**src/rtl/mips_cpu_store_buffer.sv**
```systemverilog
// Store buffer: turns right-justified SB/SH/SW requests into Avalon-MM byte-lane writes
// and queues them in a DEPTH-entry in-order FIFO drained under waitrequest.
module mips_cpu_store_buffer #(
    parameter int DEPTH = 2
) (
    input  logic        clk,
    input  logic        reset_n,
    input  logic        st_valid,
    output logic        st_ready,
    input  logic [5:0]  st_op,
    input  logic [31:0] st_addr,
    input  logic [31:0] st_data,
    output logic        st_err,
    output logic        empty,
    output logic [31:0] avm_address,
    output logic        avm_write,
    output logic [31:0] avm_writedata,
    output logic [3:0]  avm_byteenable,
    input  logic        avm_waitrequest
);
    localparam int AW = $clog2(DEPTH);
    localparam int CW = AW + 1;
    localparam logic [5:0] OP_SB = 6'b101000;
    localparam logic [5:0] OP_SH = 6'b101001;
    localparam logic [5:0] OP_SW = 6'b101011;

    typedef enum logic {IDLE, BUSY} state_t;

    state_t         state_reg, state_next;
    logic [CW-1:0]  count_reg, count_next;
    logic [AW-1:0]  rd_ptr_reg, wr_ptr_reg, rd_ptr_next;
    logic           st_err_reg;
    logic [29:0]    avm_address_reg;
    logic [31:0]    avm_writedata_reg;
    logic [3:0]     avm_byteenable_reg;

    logic [29:0]    mem_addr [DEPTH];
    logic [31:0]    mem_data [DEPTH];
    logic [3:0]     mem_be   [DEPTH];

    logic           accepted, req_ok, push, pop, load, head_from_req;
    logic [3:0]     req_be;
    logic [31:0]    req_shifted, req_data;

    // Decode opcode and alignment into byte enables
    always_comb begin
        req_ok = 1'b0;
        req_be = 4'b0000;
        case (st_op)
            OP_SB: begin
                req_ok = 1'b1;
                req_be = 4'b0001 << st_addr[1:0];
            end
            OP_SH: begin
                req_ok = ~st_addr[0];
                req_be = 4'b0011 << st_addr[1:0];
            end
            OP_SW: begin
                req_ok = (st_addr[1:0] == 2'b00);
                req_be = 4'b1111;
            end
            default: begin
                req_ok = 1'b0;
                req_be = 4'b0000;
            end
        endcase
    end

    assign req_shifted = st_data << {st_addr[1:0], 3'b000};

    genvar gi;
    generate
        for (gi = 0; gi < 4; gi++) begin : g_lane
            assign req_data[8*gi +: 8] = req_be[gi] ? req_shifted[8*gi +: 8] : 8'h00;
        end
    endgenerate

    assign st_ready = (count_reg != CW'(DEPTH));
    assign accepted = st_valid && st_ready;
    assign push     = accepted && req_ok;
    assign pop      = (state_reg == BUSY) && !avm_waitrequest;

    always_comb begin
        count_next = count_reg;
        case ({push, pop})
            2'b10:   count_next = count_reg + CW'(1);
            2'b01:   count_next = count_reg - CW'(1);
            default: count_next = count_reg;
        endcase
    end

    // The next head is being written this very cycle when nothing else survives the pop
    assign rd_ptr_next   = rd_ptr_reg + AW'(pop);
    assign head_from_req = (count_reg == CW'(pop));

    always_comb begin
        state_next = state_reg;
        load       = 1'b0;
        case (state_reg)
            IDLE: begin
                if (count_next != '0) begin
                    state_next = BUSY;
                    load       = 1'b1;
                end
            end
            BUSY: begin
                if (pop) begin
                    if (count_next != '0) begin
                        load = 1'b1;
                    end else begin
                        state_next = IDLE;
                    end
                end
            end
            default: state_next = IDLE;
        endcase
    end

    always_ff @(posedge clk) begin
        if (push) begin
            mem_addr[wr_ptr_reg] <= st_addr[31:2];
            mem_data[wr_ptr_reg] <= req_data;
            mem_be[wr_ptr_reg]   <= req_be;
        end
    end

    always_ff @(posedge clk or negedge reset_n) begin
        if (!reset_n) begin
            state_reg          <= IDLE;
            count_reg          <= '0;
            rd_ptr_reg         <= '0;
            wr_ptr_reg         <= '0;
            st_err_reg         <= 1'b0;
            avm_address_reg    <= '0;
            avm_writedata_reg  <= '0;
            avm_byteenable_reg <= '0;
        end else begin
            state_reg  <= state_next;
            count_reg  <= count_next;
            rd_ptr_reg <= rd_ptr_next;
            st_err_reg <= accepted && !req_ok;
            if (push) begin
                wr_ptr_reg <= wr_ptr_reg + AW'(1);
            end
            if (load) begin
                if (head_from_req) begin
                    avm_address_reg    <= st_addr[31:2];
                    avm_writedata_reg  <= req_data;
                    avm_byteenable_reg <= req_be;
                end else begin
                    avm_address_reg    <= mem_addr[rd_ptr_next];
                    avm_writedata_reg  <= mem_data[rd_ptr_next];
                    avm_byteenable_reg <= mem_be[rd_ptr_next];
                end
            end
        end
    end

    assign avm_write      = (state_reg == BUSY);
    assign avm_address    = {avm_address_reg, 2'b00};
    assign avm_writedata  = avm_writedata_reg;
    assign avm_byteenable = avm_byteenable_reg;
    assign st_err         = st_err_reg;
    assign empty          = (count_reg == '0) && !avm_write;

endmodule

```
**config.mk**
```make
export PLATFORM = sky130hd
export DESIGN_NAME = mips_cpu_store_buffer
export DESIGN_NICKNAME = d
export VERILOG_FILES = /design/src/rtl/mips_cpu_store_buffer.sv
export SDC_FILE = /design/constraint.sdc
export NUM_CORES = 1
export LEC_CHECK = 0
export BUFFER_PORTS_ARGS = -buffer_cell sky130_fd_sc_hd__buf_2
export CAP_MARGIN = 5
export CORE_MARGIN = 8
export CORE_UTILIZATION = 50
export DETAILED_ROUTE_END_ITERATION = 7
export GPL_ROUTABILITY_DRIVEN = 0
export HOLD_SLACK_MARGIN = 0.12
export PLACE_DENSITY_LB_ADDON = 0.08
export SKIP_LAST_GASP = 1
export SLEW_MARGIN = 20
export SYNTH_ARGS = -nofsm -noshare
export SYNTH_HDL_FRONTEND = slang
export SYNTH_SLANG_ARGS = --single-unit
```
**constraint.sdc**
```tcl
create_clock -name clk -period 10.7 [get_ports clk]
set_input_delay 1.07 -clock clk [delete_from_list [all_inputs] [get_ports clk]]
set_output_delay 1.07 -clock clk [all_outputs]
set_load 0.01 [all_outputs]
```
Word-level counts from Yosys, hierarchy flattened

Memories as Yosys holds them, arrays and structs flattened.
Index checks and enable logic that the tools add are counted.

Register bits: 72
Bits in latches: 0
Bits in writable memories: 132
Memory bits (read-only): 0
Output and inout port bits: 72
Logic and storage cells: 55
Memories: 3

Add/sub/neg operators: 4
Multipliers: 0
Div/mod/pow operators: 0
Magnitude comparators: 0
Equality and inequality tests: 7
Shift-type cells: 3
Muxes and demuxes: 17
Bitwise logic cells: 2
Reduce and logical (&&, ||, !) cells: 11

Memory list:

| memory   | depth | bits a word | read ports | clocked after Yosys merged registers in | wr ports | RTL line | RTL |
|---|---|---|---|---|---|---|---|
| mem_data | 2     | 32          | 1          | 0                                       | 1        | 38       | `logic [31:0] mem_data [DEPTH];` |
| mem_addr | 2     | 30          | 1          | 0                                       | 1        | 37       | `logic [29:0] mem_addr [DEPTH];` |
| mem_be   | 2     | 4           | 1          | 0                                       | 1        | 39       | `logic [3:0] mem_be [DEPTH];` |

Operators with widths:

| kind                                             | count |
|---|---|
| 2-to-1 mux 32 bit                                | 1 |
| 2-to-1 mux 8 bit                                 | 4 |
| << shifter 32 x 5 -> 32 bit                      | 1 |
| 2-to-1 mux 30 bit                                | 1 |
| == test 6 bit, second input constant             | 3 |
| case mux 4 bit (3 select lines)                  | 1 |
| logical AND 1 bit                                | 5 |
| 2-to-1 mux 1 bit                                 | 5 |
| logical NOT 2 bit                                | 2 |
| 2-to-1 mux 4 bit                                 | 1 |
| case mux 1 bit (2 select lines)                  | 2 |
| case mux 2 bit (2 select lines)                  | 1 |
| << shifter 1 x 2 -> 4 bit, first input constant  | 1 |
| << shifter 2 x 2 -> 4 bit, first input constant  | 1 |
| logical NOT 1 bit                                | 3 |
| case mux 1 bit (3 select lines)                  | 1 |
| adder 2 x 1 -> 2 bit, second input constant      | 1 |
| == test 2 x 1 -> 1 bit                           | 1 |
| == test 2 x 1 -> 1 bit, second input constant    | 1 |
| == test 2 bit, second input constant             | 1 |
| != test 2 bit, second input constant             | 1 |
| inverter 1 bit                                   | 2 |
| nonzero test 2 bit                               | 1 |
| subtractor 2 x 1 -> 2 bit, second input constant | 1 |
| other kinds (2)                                  | 2 |

Longest topological paths before layout

Gate-level depths: netlist (run 1).

Word-level depth: 9
Mapped depth: 13

Least setup slack after synthesis (run 1)

No wires, ideal clock.

Path type: in2reg
From: input st_addr[0]
To: memory mem_addr[0][0] (enable)
Arrival: 4.882 ns
Required time: 10.209 ns
Path slack: 5.327 ns
Stages on the path: 6
Buffers on the path: 3
Cells stage by stage: buf_4 -> buf_2 -> buf_2 -> a221oi_1 -> nand3_1 -> nor2_1

Word-level cells in the longest chain between the ends: 5

Ends and longest elaborated chain:

| item                                                       | RTL line | RTL |
|---|---|---|
| start: declaration                                         | 11       | `input logic [31:0] st_addr,` |
| logical NOT 2 bit / inverter 1 bit (equally long branches) | 59, 55   |  |
| case mux 1 bit (3 select lines) (*)                        | 49       | `case (st_op)` |
| logical AND 1 bit (*)                                      | 80       | `assign push = accepted && req_ok;` |
| 2-to-1 mux 1 bit (*)                                       | 120      | `if (push) begin` |
| 2-to-1 mux 1 bit (implied by the code) (*)                 | 121      | `mem_addr[wr_ptr_reg] <= st_addr[31:2];` |
| end: declaration                                           | 37       |  |

Every way passes the cells marked *; elsewhere a longest branch is shown, timed or not.

Worst setup path in the final report (run 1)

From: input st_addr[1]
To: register avm_byteenable_reg[2], in the netlist avm_byteenable[2]

Word-level cells in the longest chain between the ends: 9

Ends and longest elaborated chain:

| item                                                           | RTL line | RTL |
|---|---|---|
| logical NOT 2 bit                                              | 59       | `req_ok = (st_addr[1:0] == 2'b00);` |
| case mux 1 bit (3 select lines)                                | 49       |  |
| logical AND 1 bit                                              | 80       |  |
| == test 2 x 1 -> 1 bit / == test 2 bit (equally long branches) | 85       | `case ({push, pop})` |
| case mux 2 bit (2 select lines)                                | 85       |  |
| nonzero test 2 bit                                             | 101, 108 |  |
| 2-to-1 mux 1 bit                                               | 101, 108 |  |
| 2-to-1 mux 1 bit                                               | 107      | `if (pop) begin` |
| case mux 1 bit (2 select lines)                                | 99       | `case (state_reg)` |
| end signal: assignment                                         | 149      | `avm_byteenable_reg <= req_be;` |
| end signal: assignment                                         | 153      | `avm_byteenable_reg <= mem_be[rd_ptr_next];` |
| end: declaration                                               | 35       | `logic [3:0] avm_byteenable_reg;` |

Parallel ways exist; a longest one is shown, timed or not.
A chain may end at the register's enable or synchronous reset.

==> results of run 1 <==
==> worst min-delay path by stage <==
stage,startpoint,endpoint,slack [ns],cells after the start
after floorplan,wr_ptr_reg,wr_ptr_reg,0.47,1
after global placement,avm_address_reg[10],avm_address_reg[10],0.46,2
after detailed placement,avm_writedata[3],avm_writedata[3],0.47,2
after CTS,avm_writedata[3],avm_writedata[3],0.48,2
after global routing,avm_writedata[7],avm_writedata[7],0.50,2
final,avm_writedata[7],avm_writedata[7],0.48,2
==> layout make-up <==
class                           count  area (um^2)  area share
Clock buffer                       31          676      0.0648
Clock inverter                      9         46.3     0.00444
Inverter                            5         18.8     0.00180
Multi-Input combinational cell    423         2840       0.272
Sequential cell                   204         5770       0.553
Tap cell                          225          282      0.0270
Timing Repair Buffer              151          802      0.0769
==> where the power goes <==
group / switching, uW / leakage, uW / internal, uW / total (uW)
combinational: 619 / 0.00161 / 408 / 1030
sequential: 92.9 / 0.00209 / 985 / 1080
clock: 293 / 0.000364 / 439 / 732
==> metal layers <==
metal	vias up	part of all wire	GRT usage	routed length, um
met5	-	0	0	0
met4	0	0.020	0.0575	410
met2	189	0.47	0.311	9850
li1	2793	-	-	-
met1	2916	0.45	0.256	9360
met3	32	0.065	0.0376	1370
==> worst min-delay path: stages (launching register included) <==
cell and delay, ns:
dfrtp_1 0.34, nand2_1 0.05, o31ai_1 0.05
==> through the flow <==
step                hold WS [ns]  cells   util  instance area [um^2]  setup WS (ns)
floorplan                  0.468    688      -                  8880           5.33
detailed placement         0.465   1008  0.561                  9700           5.92
CTS                        0.479   1048  0.603                 10400           6.44
global placement           0.457   1007  0.559                  9670           6.07
finish                     0.478   1048  0.603                 10400           6.46
global route               0.496   1048  0.603                 10400           6.05
==> kinds of logic (layout without fill, tap and decap cells) <==
| group | count (synthesis) | after routing |
|---|---|---|
| mux | 33 | 33 |
| flops | 204 | 204 |
| buf+inv | 61 | 196 |
| other cells | 1 | 2 |
| simple gates | 190 | 190 |
| fa+ha+maj | 1 | 1 |
| compound gates | 190 | 190 |
| xor+xnor | 7 | 7 |
==> cell usage after synthesis, drive strengths merged (16+ instances only) <==
cell    number  share of area
dfrtp       72           0.20
buf         42          0.028
a211oi      65          0.060
mux2i       33          0.037
and2        16          0.011
nor2        24          0.010
o31ai       16          0.014
o221a       16          0.020
nand3       17         0.0096
nand2       53          0.022
edfxtp     132           0.45
nor2b       59          0.042
o21ai       76          0.043
==> key figures, run 1 <==
Run status
  – Outcome: completed

Layout
  – N_diodes: 0
  – Share of layout cells above drive strength 1: 0.273
  – Nets: 882
  – Most common cell after layout, fill and taps aside: buf_2
  – Max reg flops: 64
  – P&R area growth vs syn: 17.5%
  – Fill count: 1403
  – Most frequent cells in the layout: buf_2 (142), edfxtp_1 (132), dfrtp_1 (72)

Routing
  – Vias per cell: 5.66
  – Vias: 5930
  – DRT Wirelength: 21000 um
  – DR pass1 iterations: 4
  – WL/cell: 20.0 um
  – Antenna violation net count after detailed routing: 0
  – 1st-iter DRT viols: 430
  – Post-route DRC violation count: 0

Die
  – Core area: 17300 um^2
  – Row count: 48
  – IO Pins: 146
  – Die Ht: 149 um
  – Initial core utilization: 0.513
  – Die ar.: 22300 um^2
  – Die width: 149 um

Yosys
  – Yosys reg bits: 204
  – Synth Area in Simple Gates: 0.114
  – Count of unique library cells instantiated by Yosys: 40
  – Ys Warns: 0
  – Number of synthesized flops with an enable pin: 132
  – Seq/Total Area, Yosys: 0.650
  – Synth async-reset ratio: 0.353
  – Mapped Area: 8870 um^2
  – Syn avg cell area: 12.9 um^2
  – Post-synthesis compound-gate area fraction: 0.153
  – Post-synthesis xor/xnor area fraction: 0.00776
  – Largest family of logic cells by synthesized area: compound AO/OA/AOI/OAI gates
  – Synth Area in Adders: 0.00141
  – Mux cell area share after synthesis: 0.0372
  – Gate count of the mapped netlist: 687
  – Main synth FF type: edfxtp_1

STA
  – Final Cycle Share: 0.396
  – Clk_skew: 0.00688 ns
  – Measured slew at the worst slew-check pin: 0.884 ns
  – # setup viols final: 0
  – Fin. max-slew vios: 0
  – Fmax: 236 MHz
  – Setup_tns: 0 ns
  – Rel. slew slack: 0.411
  – RSZ-0062 raised after global routing: no
  – Final-report hold violation count: 0
  – Min cycle time layout: 4.24 ns

CTS
  – Cts hold-fix bufs: 0
  – Cts bufs inserted: 22
  – CTS H-tree lvls: 1
  – CTS tree: built
  – CTS max path bufs: 3
  – CTS clk-pin slew, worst paths: 0.06 ns
  – Postcts setup bufs: 0
  – Clock root buffer: clkbuf_16
  – Clk sink count: 204
  – Clk_lat worst skew: 0.49 ns
  – Post-CTS sizing: 0

Setup path
  – Worst EP required: 11.08 ns
  – Worst setup SP type: input port
  – Max stage delay on crit path: 0.60 ns
  – Critical Path Source: st_addr[1]
  – R2R setup slack: 7.39 ns
  – Critical Path Sink: avm_byteenable[2]
  – Setup Crit Path Kind: input port to register
  – Reg2Reg Depth: 9
  – Crit path DAT: 4.62 ns
  – RR Endpoint: avm_byteenable[2]
  – RR Startpoint: count_reg[0]
  – Cell Chain, Critical Path: buf_2 > nand2b_1 > a221oi_1 > nand3_1 > ha_1 > xor2_1 > nand2_1 > o21ai_4 > buf_4 > nor3_1 > a221o_1
  – Delay-heaviest family, CP: compound AO/OA/AOI/OAI gates
  – CP max-delay cell: o21ai_4
  – CP Max Fanout: 44
  – Crit. path cell count: 11
  – Buffers plus inverters on the worst setup path: 2
  – Worst setup EP type: register

Placed design
  – DP HPWL: 13500 um
  – Port Buffer Count: 143

Global routing
  – All-Layer GR Usage: 0.192
  – Global-route wire length before repair: 34200 um
  – Grt ovf: 0
  – Initial antenna violation count: 0
  – Largest net degree at the start of global routing: 73
  – Vias in the first global route: 6182

Power
  – Leak: 0.00406 uW
  – Total power divided by cell area: 272 nW/um^2
  – Worst VDD drop: 0.132 mV
  – Total Power: 2840 uW

Worst hold path
  – Worst hold-check path type: register to register

Run
  – MaxCap Viol Count: 0
Power figures use the tool's default switching activity.
==> inputs of run 2 (changes only) <==
Clock period 10.7 ns to 3.8 ns, I/O delays scaled along.
==> run 2 against run 1 <==
Effect of this change: core utilization grew 2.2 points; critical path depth decreased by 2; sequential power increased to 2.8 times the previous value; register-to-register slack worse by 6.4 ns; first-iteration DRC count is 18% lower; wire length increased by 2.7%; sequential share of layout area decreased by 1.9 points; final area rose by 3.6%; via count increased by 1.8%; count of clock-buffer cells in the layout up 4; hold slack worse by 0.22 ns; clock skew rose by 0.0025 ns; largest cell class unchanged.
==> key figures, run 2 (synthesized netlist as in run 1, its figures left out) <==
Run status
  – Outcome: completed

Layout
  – Most frequent cells in the layout: buf_2 (142), edfxtp_1 (132), dfrtp_1 (72)
  – Max reg flops: 64 (unchanged)
  – P&R area growth vs syn: 21.7%
  – Multi-input gate area: 2840 um^2 (unchanged)
  – Most common cell after layout, fill and taps aside: buf_2
  – Layout Cells excl Fill: 1086 (+3.6%)
  – Share of layout cells above drive strength 1: 0.262 (-0.0109)
  – Layout Utilization: 0.624 (+0.0216)
  – FF/Latch Area: 5770 um^2 (unchanged)
  – Fill count: 1379 (-1.7%)
  – N_diodes: 0 (unchanged)
  – Nets: 919 (+4.2%)

Routing
  – WL/cell: 19.8 um (-0.92%)
  – DRT Wirelength: 21500 um (+2.7%)
  – DR pass1 iterations: 5 (+1)
  – Antenna violation net count after detailed routing: 0 (unchanged)
  – 1st-iter DRT viols: 353 (-18%)
  – Vias: 6038 (+1.8%)
  – Vias per cell: 5.56 (-1.7%)
  – Post-route DRC violation count: 0 (unchanged)

CTS
  – CTS max path bufs: 3 (unchanged)
  – CTS tree: built
  – Clk sink count: 204 (unchanged)
  – Post-CTS sizing: 0 (unchanged)
  – CTS clk-pin slew, worst paths: 0.06 ns (about the same)
  – Cts hold-fix bufs: 32 (+32)
  – Clk_lat worst skew: 0.50 ns (about the same)
  – Clock root buffer: clkbuf_16
  – CTS H-tree lvls: 1 (unchanged)
  – Cts bufs inserted: 23 (+4.5%)
  – Postcts setup bufs: 0 (unchanged)

Setup path
  – Buffers plus inverters on the worst setup path: 1 (-1)
  – CP max-delay cell: a221oi_1
  – Setup Crit Path Kind: input port to register
  – Worst EP required: 4.18 ns (-6.90 ns)
  – Crit path DAT: 3.51 ns (-1.11 ns)
  – RR Endpoint: avm_writedata[22]
  – Cell Chain, Critical Path: buf_2 > nand4bb_4 > a221oi_1 > nand3_1 > ha_1 > a21boi_1 > o21a_2 > nand2_1 > o221a_2
  – RR Startpoint: count_reg[0]
  – Delay-heaviest family, CP: compound AO/OA/AOI/OAI gates
  – Worst setup SP type: input port
  – Critical Path Source: st_op[4]
  – Max stage delay on crit path: 0.59 ns (about the same)
  – Reg2Reg Depth: 7 (-2)
  – R2R setup slack: 0.94 ns (-6.45 ns)
  – Worst setup EP type: register
  – CP Max Fanout: 16 (-64%)

STA
  – RSZ-0062 raised after global routing: no
  – # setup viols final: 0 (unchanged)
  – Final Cycle Share: 0.823
  – Min cycle time layout: 3.13 ns
  – Final-report hold violation count: 0 (unchanged)
  – Rel. slew slack: 0.448 (+0.0371)
  – Setup_tns: 0 ns (unchanged)
  – Clk_skew: 0.00941 ns (+0.00253 ns)
  – Fmax: 320 MHz
  – Fin. max-slew vios: 0 (unchanged)
  – Measured slew at the worst slew-check pin: 0.828 ns (-0.0557 ns)
  – Final worst slack: 0.674 ns (-5.79 ns)

Global routing
  – Global-route wire length before repair: 34500 um (+0.81%)
  – Initial antenna violation count: 0 (unchanged)
  – Vias in the first global route: 6252 (+1.1%)
  – Largest net degree at the start of global routing: 117 (+60%)
  – All-Layer GR Usage: 0.194 (+0.00236)
  – Grt ovf: 0 (unchanged)

Die
  – Die width: 149 um (unchanged)
  – Core area: 17300 um^2 (unchanged)
  – Initial core utilization: 0.513 (unchanged)
  – IO Pins: 146 (unchanged)
  – Row count: 48 (unchanged)
  – Die Ht: 149 um (unchanged)
  – Die ar.: 22300 um^2 (unchanged)

Power
  – Leak: 0.00421 uW (+3.7%)
  – Worst VDD drop: 0.650 mV (+390%)
  – Total power divided by cell area: 750 nW/um^2 (+180%)

Worst hold path
  – Hold path endpoint: avm_write
  – Worst hold-check path type: input port to register
  – Hold path cells: 3 (+1)
  – Min-delay src: avm_waitrequest

Placed design
  – Pre-CTS WS: 0.214 ns (-5.71 ns)
  – Total placed cells including tap cells: 1012 (+0.40%)
  – Port Buffer Count: 143 (unchanged)
  – DP HPWL: 13400 um (-1.0%)

Run
  – MaxCap Viol Count: 0 (unchanged)
[run 2: where the power goes]
part / leakage, uW / switching (uW) / internal, uW
clock: 0.000358 / 850 / 1290
combinational: 0.00176 / 1780 / 1170
sequential: 0.00209 / 249 / 2770
[run 2: per-stage QoR]
| stage | hold slack (ns) | cell area [um^2] | total power, uW |
|---|---|---|---|
| 2_1_floorplan | 0.0844 | 8880 | 5050 |
| 3_3_place_gp | 0.458 | 9730 | 5930 |
| 3_5_place_dp | 0.465 | 9730 | 6020 |
| 4_1_cts | 0.242 | 10800 | 8200 |
| 5_1_grt | 0.264 | 10800 | 8620 |
| 6_report | 0.258 | 10800 | 8100 |
[run 2: area by class of cell]
type	count	area share
multi-input combinational	423	0.263
timing repair buffer	187	0.107
tap	225	0.0261
clock inverter	7	0.00637
clock buffer	35	0.0621
sequential	204	0.534
inverter	5	0.00174
[run 2: worst max-delay path by stage]
stage,endpoint,slack [ns],cells after the start
3_5_place_dp,avm_writedata[16],0.21,9
3_3_place_gp,avm_writedata[25],0.33,9
2_1_floorplan,mem_addr[0][0],-0.88,6
6_report,avm_writedata[22],0.67,9
4_1_cts,avm_writedata[22],0.73,9
5_1_grt,avm_writedata[25],0.57,9
[run 2: per-layer routing]
metal,GRT usage,wire [um],vias to the layer above
met4,0.0434,332,0
met3,0.0376,1280,26
met5,0,0,-
met2,0.314,10000,190
li1,-,-,2855
met1,0.267,9910,2967
[run 2: tightest hold or removal path, cell delays in order]
cell and delay (ns):
buf_2 0.09, nand2_1 0.07, or3b_2 0.19
==> inputs of run 3 (changes only) <==
Clock period 3.8 ns to 2.6 ns, I/O delays scaled along.
==> run 3 against run 2 <==
Effect of this change: register-to-register slack worse by 0.71 ns; combinational power increased by 53%; critical path depth unchanged; sequential cell count did not move; die area is the same; hold slack worse by 0.10 ns; clock skew shrank 0.00050 ns; global-route usage decreased by 0.27 points; sequential power rose by 46%; critical endpoint is now avm_writedata[29]; largest cell class unchanged.
==> key figures, run 3 (synthesized netlist as in run 1, its figures left out) <==
Global routing
  – Vias in the first global route: 6212 (-0.64%)
  – Initial antenna violation count: 0 (unchanged)
  – Global-route wire length before repair: 34100 um (-1.1%)
  – Grt ovf: 0 (unchanged)
  – Largest net degree at the start of global routing: 73 (-38%)
  – All-Layer GR Usage: 0.191 (-0.00272)

Die
  – Die ar.: 22300 um^2 (unchanged)
  – Initial core utilization: 0.513 (unchanged)
  – IO Pins: 146 (unchanged)
  – Die width: 149 um (unchanged)
  – Row count: 48 (unchanged)
  – Core area: 17300 um^2 (unchanged)
  – Die Ht: 149 um (unchanged)

CTS
  – CTS clk-pin slew, worst paths: 0.06 ns (about the same)
  – Postcts setup bufs: 0 (unchanged)
  – Clock root buffer: clkbuf_16
  – Clk sink count: 204 (unchanged)
  – Post-CTS sizing: 0 (unchanged)
  – Cts bufs inserted: 22 (-4.3%)
  – CTS tree: built
  – Clk_lat worst skew: 0.49 ns (about the same)
  – Cts hold-fix bufs: 32 (unchanged)
  – CTS H-tree lvls: 1 (unchanged)
  – CTS max path bufs: 3 (unchanged)

STA
  – Clk_skew: 0.00891 ns (-0.000500 ns)
  – Fin. max-slew vios: 0 (unchanged)
  – Measured slew at the worst slew-check pin: 0.752 ns (-0.0755 ns)
  – RSZ-0062 raised after global routing: no
  – Rel. slew slack: 0.498 (+0.0503)
  – Fmax: 422 MHz
  – Setup_tns: 0 ns (unchanged)
  – Min cycle time layout: 2.37 ns
  – Final-report hold violation count: 0 (unchanged)
  – # setup viols final: 0 (unchanged)
  – Final Cycle Share: 0.911

Placed design
  – Port Buffer Count: 143 (unchanged)
  – Area after DPL: 9930 um^2 (+2.0%)
  – DP HPWL: 13900 um (+3.6%)

Routing
  – DR pass1 iterations: 4 (-1)
  – DRT Wirelength: 21400 um (-0.81%)
  – Antenna violation net count after detailed routing: 0 (unchanged)
  – Vias: 6129 (+1.5%)
  – WL/cell: 19.5 um (-1.7%)
  – Post-route DRC violation count: 0 (unchanged)
  – 1st-iter DRT viols: 319 (-9.6%)
  – Vias per cell: 5.59 (+0.58%)

Worst hold path
  – Worst hold-check path type: input port to register

Layout
  – Max reg flops: 64 (unchanged)
  – Fin area: 11000 um^2 (+1.4%)
  – Most frequent cells in the layout: buf_2 (142), edfxtp_1 (132), dfrtp_1 (72)
  – Most common cell after layout, fill and taps aside: buf_2
  – P&R area growth vs syn: 23.5%
  – Share of layout cells above drive strength 1: 0.274 (+0.0119)
  – Fill count: 1355 (-1.7%)
  – Nets: 930 (+1.2%)
  – N_diodes: 0 (unchanged)

Setup path
  – CP Max Fanout: 16 (unchanged)
  – Worst EP required: 2.97 ns (-1.21 ns)
  – Worst setup EP type: register
  – Setup Crit Path Kind: register to register
  – Worst setup SP type: register
  – Crit path DAT: 2.74 ns (-0.77 ns)
  – R2R setup slack: 0.23 ns (-0.71 ns)

Run status
  – Outcome: completed

Power
  – Total power divided by cell area: 1090 nW/um^2 (+45%)
  – Leak: 0.00428 uW (+1.8%)
  – Worst VDD drop: 0.503 mV (-23%)

Run
  – MaxCap Viol Count: 0 (unchanged)
-- run 3: changes by cell type in the layout (fill, tap and decap cells not counted), sizes merged --
cell / before / now
buf: 155 / 167
clkinv: 3 / 8
clkinvlp: 2 / 0
clkbuf: 35 / 30
-- run 3: metrics by stage --
step	instances	utilization	hold WS, ns	power [uW]	worst slack [ns]
3_3_place_gp	1024	0.574	0.456	8860	0.0754
6_report	1096	0.633	0.154	11900	0.230
4_1_cts	1096	0.633	0.125	12100	0.223
2_1_floorplan	688	-	-0.0356	7400	0.00693
3_5_place_dp	1024	0.574	0.462	9010	0.0155
5_1_grt	1096	0.633	0.163	12600	0.0836
-- run 3: cell type report --
cell class	instances	area [um^2]	share of cell area
Clock buffer	30	622	0.0568
Clock inverter	10	77.6	0.00708
Inverter	5	18.8	0.00171
Multi-Input combinational cell	423	2870	0.262
Sequential cell	204	5770	0.526
Tap cell	225	282	0.0257
Timing Repair Buffer	199	1320	0.121
-- run 3: power by group --
group	internal [uW]	switching (uW)
Sequential	4050	367
Combinational	1890	2610
Clock	1780	1220
-- run 3: final timing paths --
kind / from / to / cells past startpoint
worst max-delay path: count_reg[0] / avm_writedata[29] / 9
worst min-delay path: st_addr[0] / st_err / 3
worst max register to register: count_reg[0] / avm_writedata[29] / 9
worst min register to register: avm_address_reg[7] / avm_address_reg[7] / 2
max in group asynchronous: reset_n / avm_writedata[12] / 2
min in group asynchronous: reset_n / avm_address_reg[21] / 2
-- run 3: metal layers --
layer  global-route usage  share of wire  vias up
li1                     -              -     2879
met3               0.0407          0.066       27
met5                    0              0        -
met1                0.261           0.45     3033
met2                0.309           0.47      190
met4               0.0434          0.016        0
-- run 3: critical path, stage by stage (launching register included) --
cell      delay (ns)
dfrtp_1         0.49
nand2b_1        0.24
nand3_4         0.09
ha_1            0.25
xor2_1          0.15
nand2_1         0.15
o21a_2          0.31
nand2_1         0.08
buf_4           0.21
o221a_2         0.27
